[src/rtl/system_sequencer.sv]
// Run controller: UART-loads instruction and data RAM, hands both RAMs to the processor,
// then streams a result window of data RAM back out over UART.
module system_sequencer #(
    parameter int unsigned CORE_COUNT      = 2,
    parameter int unsigned REG_WIDTH       = 12,
    parameter int unsigned INS_WIDTH       = 8,
    parameter int unsigned INS_MEM_DEPTH   = 256,
    parameter int unsigned DATA_MEM_DEPTH  = 4096,
    parameter int unsigned INS_LOAD_COUNT  = 256,
    parameter int unsigned DATA_LOAD_WORDS = 64,
    parameter int unsigned DUMP_BASE       = 2048,
    parameter int unsigned DUMP_WORDS      = 64,
    localparam int unsigned IA = $clog2(INS_MEM_DEPTH),
    localparam int unsigned DA = $clog2(DATA_MEM_DEPTH),
    localparam int unsigned W  = CORE_COUNT * REG_WIDTH
) (
    input  logic                 clk,
    input  logic                 rst,
    input  logic                 start,
    input  logic                 rx_valid,
    input  logic [7:0]           rx_data,
    input  logic                 tx_ready,
    output logic                 tx_valid,
    output logic [7:0]           tx_data,
    output logic                 proc_start,
    input  logic                 proc_done,
    input  logic [IA-1:0]        proc_ins_addr,
    input  logic [DA-1:0]        proc_data_addr,
    input  logic                 proc_data_wr_en,
    input  logic [W-1:0]         proc_data_out,
    output logic [IA-1:0]        ins_addr,
    output logic                 ins_wr_en,
    output logic [INS_WIDTH-1:0] ins_wr_data,
    output logic [DA-1:0]        data_addr,
    output logic                 data_wr_en,
    output logic [W-1:0]         data_wr_data,
    input  logic [W-1:0]         data_rd_data,
    output logic [2:0]           state_out,
    output logic                 finished
);

    localparam int unsigned B  = (W + 7) / 8;
    localparam int unsigned BW = $clog2(B + 1);

    localparam logic [2:0] StIdle     = 3'd0;
    localparam logic [2:0] StLoadIns  = 3'd1;
    localparam logic [2:0] StLoadData = 3'd2;
    localparam logic [2:0] StExec     = 3'd4;
    localparam logic [2:0] StDumpRd   = 3'd5;
    localparam logic [2:0] StDumpTx   = 3'd6;
    localparam logic [2:0] StFinish   = 3'd7;

    logic [2:0]     state_q, state_d;
    logic [IA-1:0]  ins_cnt_q, ins_cnt_d;
    logic [DA-1:0]  word_cnt_q, word_cnt_d;
    logic [DA-1:0]  dump_cnt_q, dump_cnt_d;
    logic [BW-1:0]  byte_cnt_q, byte_cnt_d;
    logic [BW-1:0]  tx_cnt_q, tx_cnt_d;
    logic [B*8-1:0] pack_q, pack_d;
    logic [B*8-1:0] shift_q, shift_d;
    logic [B*8-1:0] assembled;
    logic           rd_phase_q, rd_phase_d;
    logic           proc_start_q, proc_start_d;
    logic           clear;

    always_comb begin
        state_d      = state_q;
        ins_cnt_d    = ins_cnt_q;
        word_cnt_d   = word_cnt_q;
        dump_cnt_d   = dump_cnt_q;
        byte_cnt_d   = byte_cnt_q;
        tx_cnt_d     = tx_cnt_q;
        pack_d       = pack_q;
        shift_d      = shift_q;
        rd_phase_d   = rd_phase_q;
        proc_start_d = 1'b0;
        clear        = 1'b0;
        ins_addr     = '0;
        ins_wr_en    = 1'b0;
        ins_wr_data  = '0;
        data_addr    = '0;
        data_wr_en   = 1'b0;
        data_wr_data = '0;
        tx_valid     = 1'b0;
        tx_data      = '0;
        // Word as it will look once the final byte lands in the top byte lane
        assembled            = pack_q;
        assembled[8*(B-1) +: 8] = rx_data;

        case (state_q)
            StIdle: begin
                if (start) begin
                    state_d = StLoadIns;
                    clear   = 1'b1;
                end
            end
            StLoadIns: begin
                ins_addr = ins_cnt_q;
                if (rx_valid) begin
                    ins_wr_en   = 1'b1;
                    ins_wr_data = INS_WIDTH'(rx_data);
                    if (ins_cnt_q == IA'(INS_LOAD_COUNT - 1)) state_d = StLoadData;
                    else                                      ins_cnt_d = ins_cnt_q + 1'b1;
                end
            end
            StLoadData: begin
                data_addr = word_cnt_q;
                if (rx_valid) begin
                    if (byte_cnt_q == BW'(B - 1)) begin
                        data_wr_en   = 1'b1;
                        data_wr_data = assembled[W-1:0];
                        byte_cnt_d   = '0;
                        pack_d       = '0;
                        if (word_cnt_q == DA'(DATA_LOAD_WORDS - 1)) begin
                            state_d      = StExec;
                            proc_start_d = 1'b1;
                        end else begin
                            word_cnt_d = word_cnt_q + 1'b1;
                        end
                    end else begin
                        for (int k = 0; k < int'(B); k++) begin
                            if (byte_cnt_q == BW'(k)) pack_d[8*k +: 8] = rx_data;
                        end
                        byte_cnt_d = byte_cnt_q + 1'b1;
                    end
                end
            end
            StExec: begin
                ins_addr     = proc_ins_addr;
                data_addr    = proc_data_addr;
                data_wr_en   = proc_data_wr_en;
                data_wr_data = proc_data_out;
                if (proc_done) begin
                    state_d    = StDumpRd;
                    rd_phase_d = 1'b0;
                end
            end
            StDumpRd: begin
                // Phase 0 issues the address, phase 1 captures the synchronous read data
                if (!rd_phase_q) begin
                    data_addr  = DA'(DUMP_BASE) + dump_cnt_q;
                    rd_phase_d = 1'b1;
                end else begin
                    shift_d        = '0;
                    shift_d[W-1:0] = data_rd_data;
                    tx_cnt_d       = '0;
                    rd_phase_d     = 1'b0;
                    state_d        = StDumpTx;
                end
            end
            StDumpTx: begin
                tx_valid = 1'b1;
                tx_data  = shift_q[7:0];
                if (tx_ready) begin
                    shift_d = shift_q >> 8;
                    if (tx_cnt_q == BW'(B - 1)) begin
                        tx_cnt_d = '0;
                        if (dump_cnt_q == DA'(DUMP_WORDS - 1)) begin
                            state_d = StFinish;
                        end else begin
                            dump_cnt_d = dump_cnt_q + 1'b1;
                            state_d    = StDumpRd;
                        end
                    end else begin
                        tx_cnt_d = tx_cnt_q + 1'b1;
                    end
                end
            end
            StFinish: begin
                if (start) begin
                    state_d = StIdle;
                    clear   = 1'b1;
                end
            end
            default: state_d = StIdle;
        endcase

        if (clear) begin
            ins_cnt_d  = '0;
            word_cnt_d = '0;
            dump_cnt_d = '0;
            byte_cnt_d = '0;
            tx_cnt_d   = '0;
            pack_d     = '0;
            shift_d    = '0;
            rd_phase_d = 1'b0;
        end
    end

    always_ff @(posedge clk or posedge rst) begin
        if (rst) begin
            state_q      <= StIdle;
            ins_cnt_q    <= '0;
            word_cnt_q   <= '0;
            dump_cnt_q   <= '0;
            byte_cnt_q   <= '0;
            tx_cnt_q     <= '0;
            pack_q       <= '0;
            shift_q      <= '0;
            rd_phase_q   <= 1'b0;
            proc_start_q <= 1'b0;
        end else begin
            state_q      <= state_d;
            ins_cnt_q    <= ins_cnt_d;
            word_cnt_q   <= word_cnt_d;
            dump_cnt_q   <= dump_cnt_d;
            byte_cnt_q   <= byte_cnt_d;
            tx_cnt_q     <= tx_cnt_d;
            pack_q       <= pack_d;
            shift_q      <= shift_d;
            rd_phase_q   <= rd_phase_d;
            proc_start_q <= proc_start_d;
        end
    end

    assign proc_start = proc_start_q;
    assign state_out  = state_q;
    assign finished   = (state_q == StFinish);

endmodule

[config.mk]
export PLATFORM = sky130hd
export DESIGN_NAME = system_sequencer
export DESIGN_NICKNAME = d
export VERILOG_FILES = /design/src/rtl/system_sequencer.sv
export SDC_FILE = /design/constraint.sdc
export NUM_CORES = 1
export LEC_CHECK = 0
export ABC_AREA = 1
export BUFFER_PORTS_ARGS = -buffer_cell sky130_fd_sc_hd__buf_4
export CORE_MARGIN = 3
export CORE_UTILIZATION = 30
export DETAILED_ROUTE_END_ITERATION = 12
export PLACE_DENSITY = 0.54
export SLEW_MARGIN = 25
export SYNTH_ARGS = -nofsm -noshare
export SYNTH_HDL_FRONTEND = slang
export SYNTH_SLANG_ARGS = --single-unit
[constraint.sdc]
create_clock -name clk -period 3.18 [get_ports clk]
set_clock_uncertainty 0.05 [all_clocks]
set_input_delay 0.318 -clock clk [delete_from_list [all_inputs] [get_ports clk]]
set_output_delay 0.318 -clock clk [all_outputs]
set_load 0.03 [all_outputs]
-- Yosys cells after proc, flatten, opt, wreduce, memory -nomap -nowiden
Index checks and enable logic that the tools add are counted.
- $add $sub $neg: 6
- multipliers: 0
- div/mod/pow operators: 0
- $lt $le $gt $ge: 0
- eq/ne operators: 29
- shifts and indexed selects: 0
- mux-type cells: 71
- bitwise gates (word level): 0
- reductions and logical operators: 23
- operators with widths (cell ; number):
    12-bit two-way mux ; 11
    24-bit two-way mux ; 5
    24-bit case mux with 2 select lines ; 2
    8-bit two-way mux ; 9
    16-bit two-way mux ; 4
    12-bit case mux with 3 select lines ; 1
    3-bit two-way mux ; 11
    2-bit inequality test (second input constant) ; 14
    12-bit by 1-bit adder with 12-bit output (second input constant) ; 2
    12-bit by 6-bit equality test with 1-bit output (second input constant) ; 2
    3-bit case mux with 7 select lines ; 1
    2-bit two-way mux ; 9
    8-bit case mux with 2 select lines ; 1
    1-bit two-way mux ; 14
    2-bit nonzero test ; 7
    12-bit adder (first input constant) ; 1
    3-bit equality test (second input constant) ; 4
    3-bit AND reduction ; 4
    3-bit nonzero test ; 4
    11-bit AND reduction ; 1
    3-bit inequality test (second input constant) ; 3
    8-bit by 1-bit adder with 8-bit output (second input constant) ; 1
    8-bit equality test (second input constant) ; 1
    4-bit AND reduction ; 2
    11 further kinds ; 15
- register bits: 81
- latch bits: 0
- bits in writable memories: 0
- memory bits (read-only): 0
- output and inout port bits: 68
- memories kept: 0

-- Depth between registers and ports, before layout
Gate-level depths: netlist of the first run.
- word-level depth: 6
- depth in mapped cells: 10
- depth with buffers taken out: 10

-- Worst setup path after synthesis of the first run
No wires, ideal clock.
- path kind: flip-flop to output port
- from: register state_q[2], in the netlist state_out[2]
- to: output port data_wr_data[13]
- data arrival time: 1.969 ns
- setup slack: 0.843 ns
- stages on the path, launching flop included: 8
- buffers on the path: 2
- cell sequence: dfrtp_1 buf_4 inv_6 nand3_4 nor2_4 inv_2 clkbuf_1 o21ai_0
- word-level cells in the longest chain between the ends: 2
- elaborated cells on any way between the ends: 3
- classes of those cells: 2 x eq/ne; 1 x mux
- ends and longest elaborated chain (element ; RTL line ; text):
    start, declared ; 53 ; logic [2:0] state_q, state_d;
    start signal, assigned ; 192 ; state_q <= StIdle;
    start signal, assigned ; 203 ; state_q <= state_d;
    3-bit equality test / 3-bit by 2-bit equality test with 1-bit output (equally long branches) ; 90 ; case (state_q)
    24-bit case mux with 2 select lines * ; 90 ;
    end, declared ; 36 ; output logic [W-1:0] data_wr_data,
Every way passes the cells marked *; elsewhere a longest branch is shown, timed or not.

-- Final worst setup path of the first run
- from: register state_q[1], in the netlist state_out[1]
- to: output port tx_data[6]
- word-level cells in the longest chain between the ends: 2
- ends and longest elaborated chain (element ; RTL line ; text):
    3-bit equality test ; 90 ;
    8-bit two-way mux ; 90 ;
    end, declared ; 24 ; output logic [7:0] tx_data,
No other way between the ends.

==> flow_summary_export.csv, run 1 <==
group,metric,value,unit
pwr,power_leakage,3.341,nW
critical_path,cp-start-kind,"flip-flop",
floorplan,io_pins,151,
global_routing,grt_start_max_net_pins,47,
layout,final_common_cell,"nand2_1",
job,drv_cap,0,
layout,num-fill-cells,1829,
critical_path,rr_startpoint,"state_out[1]",
global_routing,use_met2,26.95,%
critical_path,slowest_delay,0.78,ns
timing,finalSetupViolations,0,
route,via_count,5303,
place,io_buffers,150,
pwr,power.density,740.6,mW/mm²
global_routing,grt_first_pass_wirelength,26.12,mm
clock_network,cts.sinks,81,
layout,finalNetCount,982,
layout,fin_util,39.71,%
timing,relSlewSlack,43.91,%
global_routing,met3_usage,3.276,%
place,placed_cell_area,0.006565,mm²
critical_path,cp_slowest_cell,"dfrtp_1",
critical_path,path_cells,"nand2_2 > nor2_4 > inv_1 > nor2_1 > buf_4",
critical_path,worstPathMaxFanout,32,
logic_synthesis,syn_inst,762,
route,drt-initial-drc-count,364,
route,wl_per_cell,13.97,µm
layout,drive_gt1_share,23.53,%
route,wl,15.73,mm
logic_synthesis,async_flop_share,100.0,%
layout,finalInstanceArea,0.006868,mm²
clock_network,cts_hold_buffers,0,
route,ant_nets,0,
floorplan,die_h,139.0,µm
route,drc,0,
clock_network,cts_buffers,9,
layout,mostFrequentLayoutCells,"nand2_1, buf_4, nand3_1",
logic_synthesis,ys_ff_latch,81,
logic_synthesis,synth.distinct_cells,39,
global_routing,grtUsageTotal,16.25,%
floorplan,start_util,30.69,%
critical_path,crit_path_end_kind,"output pin",
timing,worst_slew_pin_slew,0.8404,ns
timing,hold_violations,0,
timing,fin_crit_sh,88.21,%
clock_network,clk_pin_slew,0.07,ns
critical_path,path_delay_family,"flip-flops",
timing,rsz0062_at_grt,"false",
run_status,status,"complete, no violations",
pwr,vdd_drop_max,0.3262,mV
clock_network,insertion_delay,0.34,ns
logic_synthesis,syn_area,0.005309,mm²
logic_synthesis,synth-edff-count,0,
timing,fin_tns_setup,0,ns
clock_network,post-cts-setup-buffer-count,0,
global_routing,overflow,0,
global_routing,antenna_found_initial,0,
layout,area_delta_synth_final,29.37,%
critical_path,cp.required,2.81,ns
critical_path,crit_path_start,"state_out[1]",
logic_synthesis,ys_warn_count,0,
timing,worst_slack,0.3749,ns
timing,fmax,0.3565,GHz
place,routabilityCongestion,0.8116,
clock_network,cts_tree,"done",
floorplan,die_w,139.0,µm
min_path,worstHoldPathType,"in2async",
critical_path,crit_buf_inv,2,
timing,holdWs,0.06774,ns
place,hpwl,11.65,mm
route,first_pass_iters,5,
clock_network,htreeDepth,3,
critical_path,critical_path_class,"reg2out",
clock_network,post_cts_resized,0,
layout,num_antenna_cells,0,
clock_network,ctsRootBufferMaster,"clkbuf_16",
logic_synthesis,ys.flop_type,"dfrtp_1",
logic_synthesis,ys_seq_area_share,38.18,%
timing,final.min_clock_period,2.805,ns
logic_synthesis,syn_avg_cell_area,6.967,µm²
global_routing,gr-usage-met1,21.98,%
global_routing,grt_pass1_vias,5232,
logic_synthesis,syn_nets,848,
route,vias_per_cell,4.710,
floorplan,die_area,0.01933,mm²
global_routing,top_usage_layer,"met2",
floorplan,core,0.01730,mm²
place,dp_slack,0.7150,ns
critical_path,cp.arrival,2.44,ns
timing,drv_slew,0,
clock_network,clockBufferDepth,2,
floorplan,rows,48,
[through the flow]
stage                     power (mW)  cells
after global placement         4.068   1110
after floorplan                3.357    762
after detailed placement       4.067   1110
final                          5.086   1126
after CTS                      5.165   1126
after global routing           5.507   1126
[cell families (layout without fill, tap and decap cells)]
kind of cell / count (synthesis) / count (layout) / share of synthesized area (%)
fa+ha+maj: 3 / 3 / 0.7071
compound gates: 124 / 124 / 13.17
xor+xnor: 7 / 7 / 1.155
buf+inv: 131 / 270 / 10.98
flops: 81 / 81 / 38.18
simple gates: 416 / 416 / 35.80
[worst reg2reg max path, stage by stage, from the launching register on]
cell and delay [ns]:
dfrtp_1 0.78, nand2_2 0.13, nor2_4 0.32, inv_1 0.47, o21ai_0 0.31, nand3_1 0.10, o21ai_1 0.09
[path summary, 6_finish.rpt]
kind                           endpoint  slack (ns)  cells after the start
setup / recovery             tx_data[6]        0.37                      5
hold / removal               shift_q[6]        0.07                      2
setup reg to reg             shift_q[7]        0.86                      6
hold reg to reg             shift_q[19]        0.43                      2
max in group asynchronous  state_out[2]        2.33                      3
min in group clk            shift_q[16]        0.18                      3
[where the power goes]
| group | internal [mW] | switching (mW) | leakage [nW] | total, mW |
|---|---|---|---|---|
| Combinational | 0.779 | 1.72 | 2.10 | 2.49 |
| Clock | 0.616 | 0.454 | 0.146 | 1.07 |
| Sequential | 1.29 | 0.227 | 1.09 | 1.52 |
[area by class of cell]
cell class                 count  area [µm²]  area share (%)
clock buffer                   9       225.2           3.279
clock inverter                 7       77.57           1.130
inverter                      99       380.4           5.538
multi-input combinational    550        2699           39.30
sequential                    81        2028           29.53
tap                          225       281.5           4.099
timing repair buffer         155        1176           17.13
[cells in the mapped netlist, types with 9 or more instances]
cell type | count | area (µm²)
o21ai_1 | 18 | 90.09
nand2_1 | 192 | 720.7
o21ai_0 | 75 | 375.4
nand3_1 | 100 | 500.5
a21oi_1 | 9 | 45.04
inv_1 | 92 | 345.3
nand4_1 | 12 | 75.07
buf_2 | 10 | 50.05
dfrtp_1 | 81 | 2027
nor2_1 | 81 | 304.0
[flip-flops by register name, indices dropped and copies added (netlist names)]
register / flops
pack_q: 16
ins_cnt_q: 8
tx_cnt_q: 2
proc_start: 1
byte_cnt_q: 2
shift_q: 24
rd_phase_q: 1
word_cnt_q: 12
state_out: 3
dump_cnt_q: 12
[per-layer routing]
layer  routed length, µm  up-vias
met5                   0        -
met4                 115        0
met3                 844        6
met2                7302      150
met1                7464     2420
li1                    -     2727
Note: power is estimated with default switching activity, not from simulation.
==> run 2: changes to the inputs <==
PLACE_DENSITY = 0.56   (was 0.54)
clock period = 2.29 ns   (was 3.18 ns; I/O delays follow)
==> flow_summary_export.csv, run 2 (synthesis results as in run 1) <==
group,metric,value,unit
timing,drv_slew,0,
clock_network,clk_pin_slew,0.07,ns
layout,mostFrequentLayoutCells,"nand2_1, buf_4, nand3_1",
layout,drive_gt1_share,24.70,%
critical_path,r2r_cells,8,
critical_path,rr_startpoint,"state_out[0]",
timing,worst_slew_pin_slew,0.4952,ns
route,wl_per_cell,14.51,µm
timing,relSlewSlack,66.92,%
pwr,seq_power_share,28.0,%
layout,top_regs,"shift_q: 24 flops, pack_q: 16 flops",
route,first_pass_iters,5,
timing,holdWs,0.08564,ns
layout,fin_util,40.59,%
floorplan,rows,48,
global_routing,grt_first_pass_wirelength,26.30,mm
critical_path,cp-start-kind,"flip-flop",
route,vias_per_cell,4.738,
pwr,power.density,1034,mW/mm²
layout,finalNetCount,996,
global_routing,grt_pass1_vias,5207,
global_routing,overflow,0,
clock_network,ctsRootBufferMaster,"clkbuf_16",
layout,finalInstanceArea,0.007020,mm²
floorplan,die_h,139.0,µm
place,routabilityCongestion,0.8303,
clock_network,htreeDepth,3,
route,drc,0,
place,dp_slack,0.3310,ns
timing,finalSetupViolations,0,
min_path,holdPathStages,3,
timing,hold_violations,0,
layout,largest_register,"shift_q",
pwr,p_comb_share,52.9,%
timing,fin_crit_sh,95.90,%
timing,rsz0062_at_grt,"false",
clock_network,cts.sinks,81,
place,io_buffers,150,
global_routing,grtUsageTotal,16.64,%
critical_path,critical_path_class,"reg2out",
route,wl,16.54,mm
timing,worst_slack,0.09390,ns
floorplan,die_w,139.0,µm
critical_path,crit_path_end_kind,"output pin",
route,ant_nets,0,
run_status,status,"complete, no violations",
global_routing,grt_start_max_net_pins,35,
min_path,worstHoldPathType,"in2reg",
place,post-place-cells,1119,
clock_network,clockBufferDepth,2,
global_routing,antenna_found_initial,0,
clock_network,insertion_delay,0.34,ns
clock_network,cts_buffers,9,
pwr,power,7.260,mW
pwr,vdd_drop_max,0.4794,mV
critical_path,reg2reg_setup_slack,0.36,ns
place,placed_cell_area,0.006648,mm²
critical_path,crit_end,"ins_addr[1]",
route,drt-initial-drc-count,283,
layout,num_antenna_cells,0,
floorplan,io_pins,151,
layout,stdcell_count,1140,
critical_path,cp.arrival,1.92,ns
critical_path,cp.required,2.01,ns
floorplan,die_area,0.01933,mm²
pwr,p_sw_share,46.91,%
critical_path,r2r-end,"dump_cnt_q[11]",
floorplan,core,0.01730,mm²
timing,fin_tns_setup,0,ns
critical_path,worstPathMaxFanout,12,
pwr,clkPwrFrac,19.1,%
job,drv_cap,0,
clock_network,cts_tree,"done",
layout,final_common_cell,"nand2_1",
place,hpwl,12.17,mm
pwr,power.switching,3.406,mW
timing,fmax,0.4554,GHz
pwr,power_leakage,3.419,nW
critical_path,crit_path_start,"state_out[1]",
pwr,intPower,3.854,mW
floorplan,start_util,30.69,%
timing,final.min_clock_period,2.196,ns
layout,area_delta_synth_final,32.24,%
layout,largest_register_ffs,24,
route,via_count,5401,
==> run 2: layout make-up <==
type	count	area (µm²)
fillers	1852	10280
multi-input cells	550	2699
flip-flops and latches	81	2028
inverters	99	386.6
repair buffers	169	1343
clock inverters	6	43.79
well taps	225	281.5
clock buffers	10	239.0
==> run 2: worst min path at each step <==
stage / endpoint / startpoint / slack, ns
6_report: pack_q[11] / rx_data[3] / 0.09
5_1_grt: pack_q[11] / rx_data[3] / 0.1
4_1_cts: pack_q[11] / rx_data[3] / 0.08
3_5_place_dp: dump_cnt_q[8] / rst / 0.25
3_3_place_gp: dump_cnt_q[4] / rst / 0.24
2_1_floorplan: pack_q[10] / rx_data[2] / 0.32
==> run 2: repair_timing <==
action,in CTS,in global routing
gates cloned,1,1
hold endpoints to repair,17,0
endpoints found under the setup margin,8,11
hold buffers,1,0
setup buffers,0,2
gates resized for setup,2,3
==> run 2: power groups by stage <==
stage                     combinational (mW)  sequential, mW  clock (mW)
after CTS                               3.80            2.03        1.43
after floorplan                         2.65            2.01           0
after detailed placement                3.70            2.05           0
final                                   3.84            2.03        1.38
after global routing                    4.24            2.08        1.48
after global placement                  3.69            2.05           0
==> run 2: critical path, stage by stage, from the launching register on <==
cell and delay, ns:
dfrtp_1 0.35, buf_4 0.21, nor2_8 0.18, nand2_1 0.26, o21ai_0 0.35, buf_4 0.22
==> run 2: routing by layer <==
metal	vias to the layer above	global-route usage [%]	routed length, µm
met2	158	26.85	7622
met5	-	0	0
met3	18	3.793	1023
met4	0	4.789	236
li1	2762	-	-
met1	2463	22.45	7655
==> run 3: changes to the inputs <==
CORE_ASPECT_RATIO = 1.75   (was unset)
==> flow_summary_export.csv, run 3 (synthesis results as in run 1) <==
group,metric,value,unit
run_status,status,"complete, no violations",
route,via_count,5364,
route,wl,16.45,mm
critical_path,crit_path_end_kind,"output pin",
route,dr_wl_met3,776,µm
layout,final_common_cell,"nand2_1",
layout,area_delta_synth_final,31.84,%
layout,mostFrequentLayoutCells,"nand2_1, buf_4, nand3_1",
route,wl_met1,6.428,mm
route,drt-initial-drc-count,312,
floorplan,core,0.01718,mm²
clock_network,cts_buffers,9,
timing,finalSetupViolations,0,
pwr,power,7.375,mW
route,wl_per_cell,14.46,µm
critical_path,critical_path_class,"reg2out",
critical_path,cp.required,2.01,ns
critical_path,r2r_cells,8,
timing,drv_slew,0,
floorplan,start_util,30.89,%
clock_network,clockBufferDepth,2,
layout,finalNetCount,992,
timing,hold_violations,0,
min_path,worstHoldPathType,"in2reg",
route,vias_per_cell,4.714,
timing,final.min_clock_period,2.142,ns
route,routed.top_layer,"met4",
timing,fin_crit_sh,93.55,%
layout,largest_register,"shift_q",
timing,holdWs,0.08843,ns
global_routing,grt_start_max_net_pins,82,
timing,fin_tns_setup,0,ns
timing,fmax,0.4668,GHz
layout,top_regs,"shift_q: 24 flops, pack_q: 16 flops",
clock_network,clk_pin_slew,0.07,ns
timing,relSlewSlack,66.11,%
global_routing,grt_first_pass_wirelength,26.66,mm
critical_path,cp-start-kind,"flip-flop",
pwr,power.density,1054,mW/mm²
layout,largest_register_ffs,24,
timing,worst_slew_pin_slew,0.5084,ns
route,first_pass_iters,4,
clock_network,htreeDepth,3,
min_path,holdPathStages,3,
global_routing,grtUsageTotal,17.09,%
layout,fin_util,40.73,%
layout,drive_gt1_share,24.48,%
floorplan,rows,63,
critical_path,worstPathMaxFanout,12,
pwr,power_leakage,3.403,nW
place,routabilityCongestion,0.8797,
place,hpwl,12.30,mm
floorplan,die_area,0.01939,mm²
pwr,vdd_drop_max,0.4870,mV
floorplan,io_pins,151,
critical_path,cp.arrival,1.86,ns
place,placed_cell_area,0.006650,mm²
clock_network,cts_tree,"done",
clock_network,cts.sinks,81,
layout,finalInstanceArea,0.006999,mm²
layout,num_antenna_cells,0,
clock_network,insertion_delay,0.35,ns
floorplan,die_h,182.0,µm
route,ant_nets,0,
timing,rsz0062_at_grt,"false",
clock_network,ctsRootBufferMaster,"clkbuf_16",
global_routing,antenna_found_initial,0,
global_routing,overflow,0,
route,met2_length,8.898,mm
place,io_buffers,150,
job,drv_cap,0,
floorplan,die_w,106.6,µm
global_routing,grt_pass1_vias,5389,
route,drc,0,
==> run 3: cell count changes in the layout (fill, tap and decap cells not counted), moves of 2 or more <==
cell	delta
inv_6	+3
clkinv_4	-2
bufinv_16	+2
clkinv_2	-2
==> run 3: path summary, 6_finish.rpt <==
check / startpoint / slack [ns] / end
worst max-delay path: state_out[1] / 0.15 / data_addr[1]
worst min-delay path: data_rd_data[17] / 0.09 / shift_q[17]
worst max register to register: dump_cnt_q[0] / 0.39 / dump_cnt_q[10]
worst min register to register: shift_q[17] / 0.44 / shift_q[17]
max in group asynchronous: rst / 1.28 / word_cnt_q[8]
min in group asynchronous: rst / 0.46 / dump_cnt_q[8]
==> run 3: through the flow <==
stage | worst slack, ns | instances
6_report | 0.1477 | 1138
5_1_grt | 0.006121 | 1138
4_1_cts | 0.06742 | 1138
3_5_place_dp | 0.2614 | 1121
3_3_place_gp | 0.3139 | 1121
2_1_floorplan | 0.04222 | 762
==> run 3: critical path, stage by stage (launching register included) <==
cell and delay (ns):
dfrtp_1 0.32, buf_4 0.24, inv_2 0.06, nand2_1 0.10, nor2_4 0.05, nand2_4 0.12, clkinvlp_4 0.17, nand2_1 0.13
nand3_1 0.13, buf_4 0.20
==> run 3: final cells by class <==
type | count | area, µm²
repair buffers | 165 | 1266
multi-input cells | 550 | 2699
clock buffers | 9 | 225.2
flip-flops and latches | 81 | 2029
fillers | 1900 | 10180
inverters | 99 | 389.1
well taps | 227 | 284.0
clock inverters | 7 | 106.4
==> run 3: timing repair <==
action / in CTS / in global routing
buffers inserted: 0 / 0
gates resized for setup: 1 / 5
hold endpoints to repair: 78 / 0
hold buffers: 1 / 0
cloned: 0 / 0
setup endpoints to repair: 2 / 15
==> run 3: power breakdown <==
group	total (mW)	leakage, nW	internal, mW	switching, mW
Clock	1.64	0.163	0.978	0.659
Combinational	3.67	2.15	1.18	2.49
Sequential	2.07	1.09	1.80	0.266
==> run 3: layer usage <==
| layer | track usage, % | vias to the layer above |
|---|---|---|
| met1 | 18.77 | 2453 |
| met3 | 2.882 | 23 |
| met2 | 32.08 | 136 |
| met4 | 6.554 | 0 |
| met5 | 0 | - |
| li1 | - | 2752 |
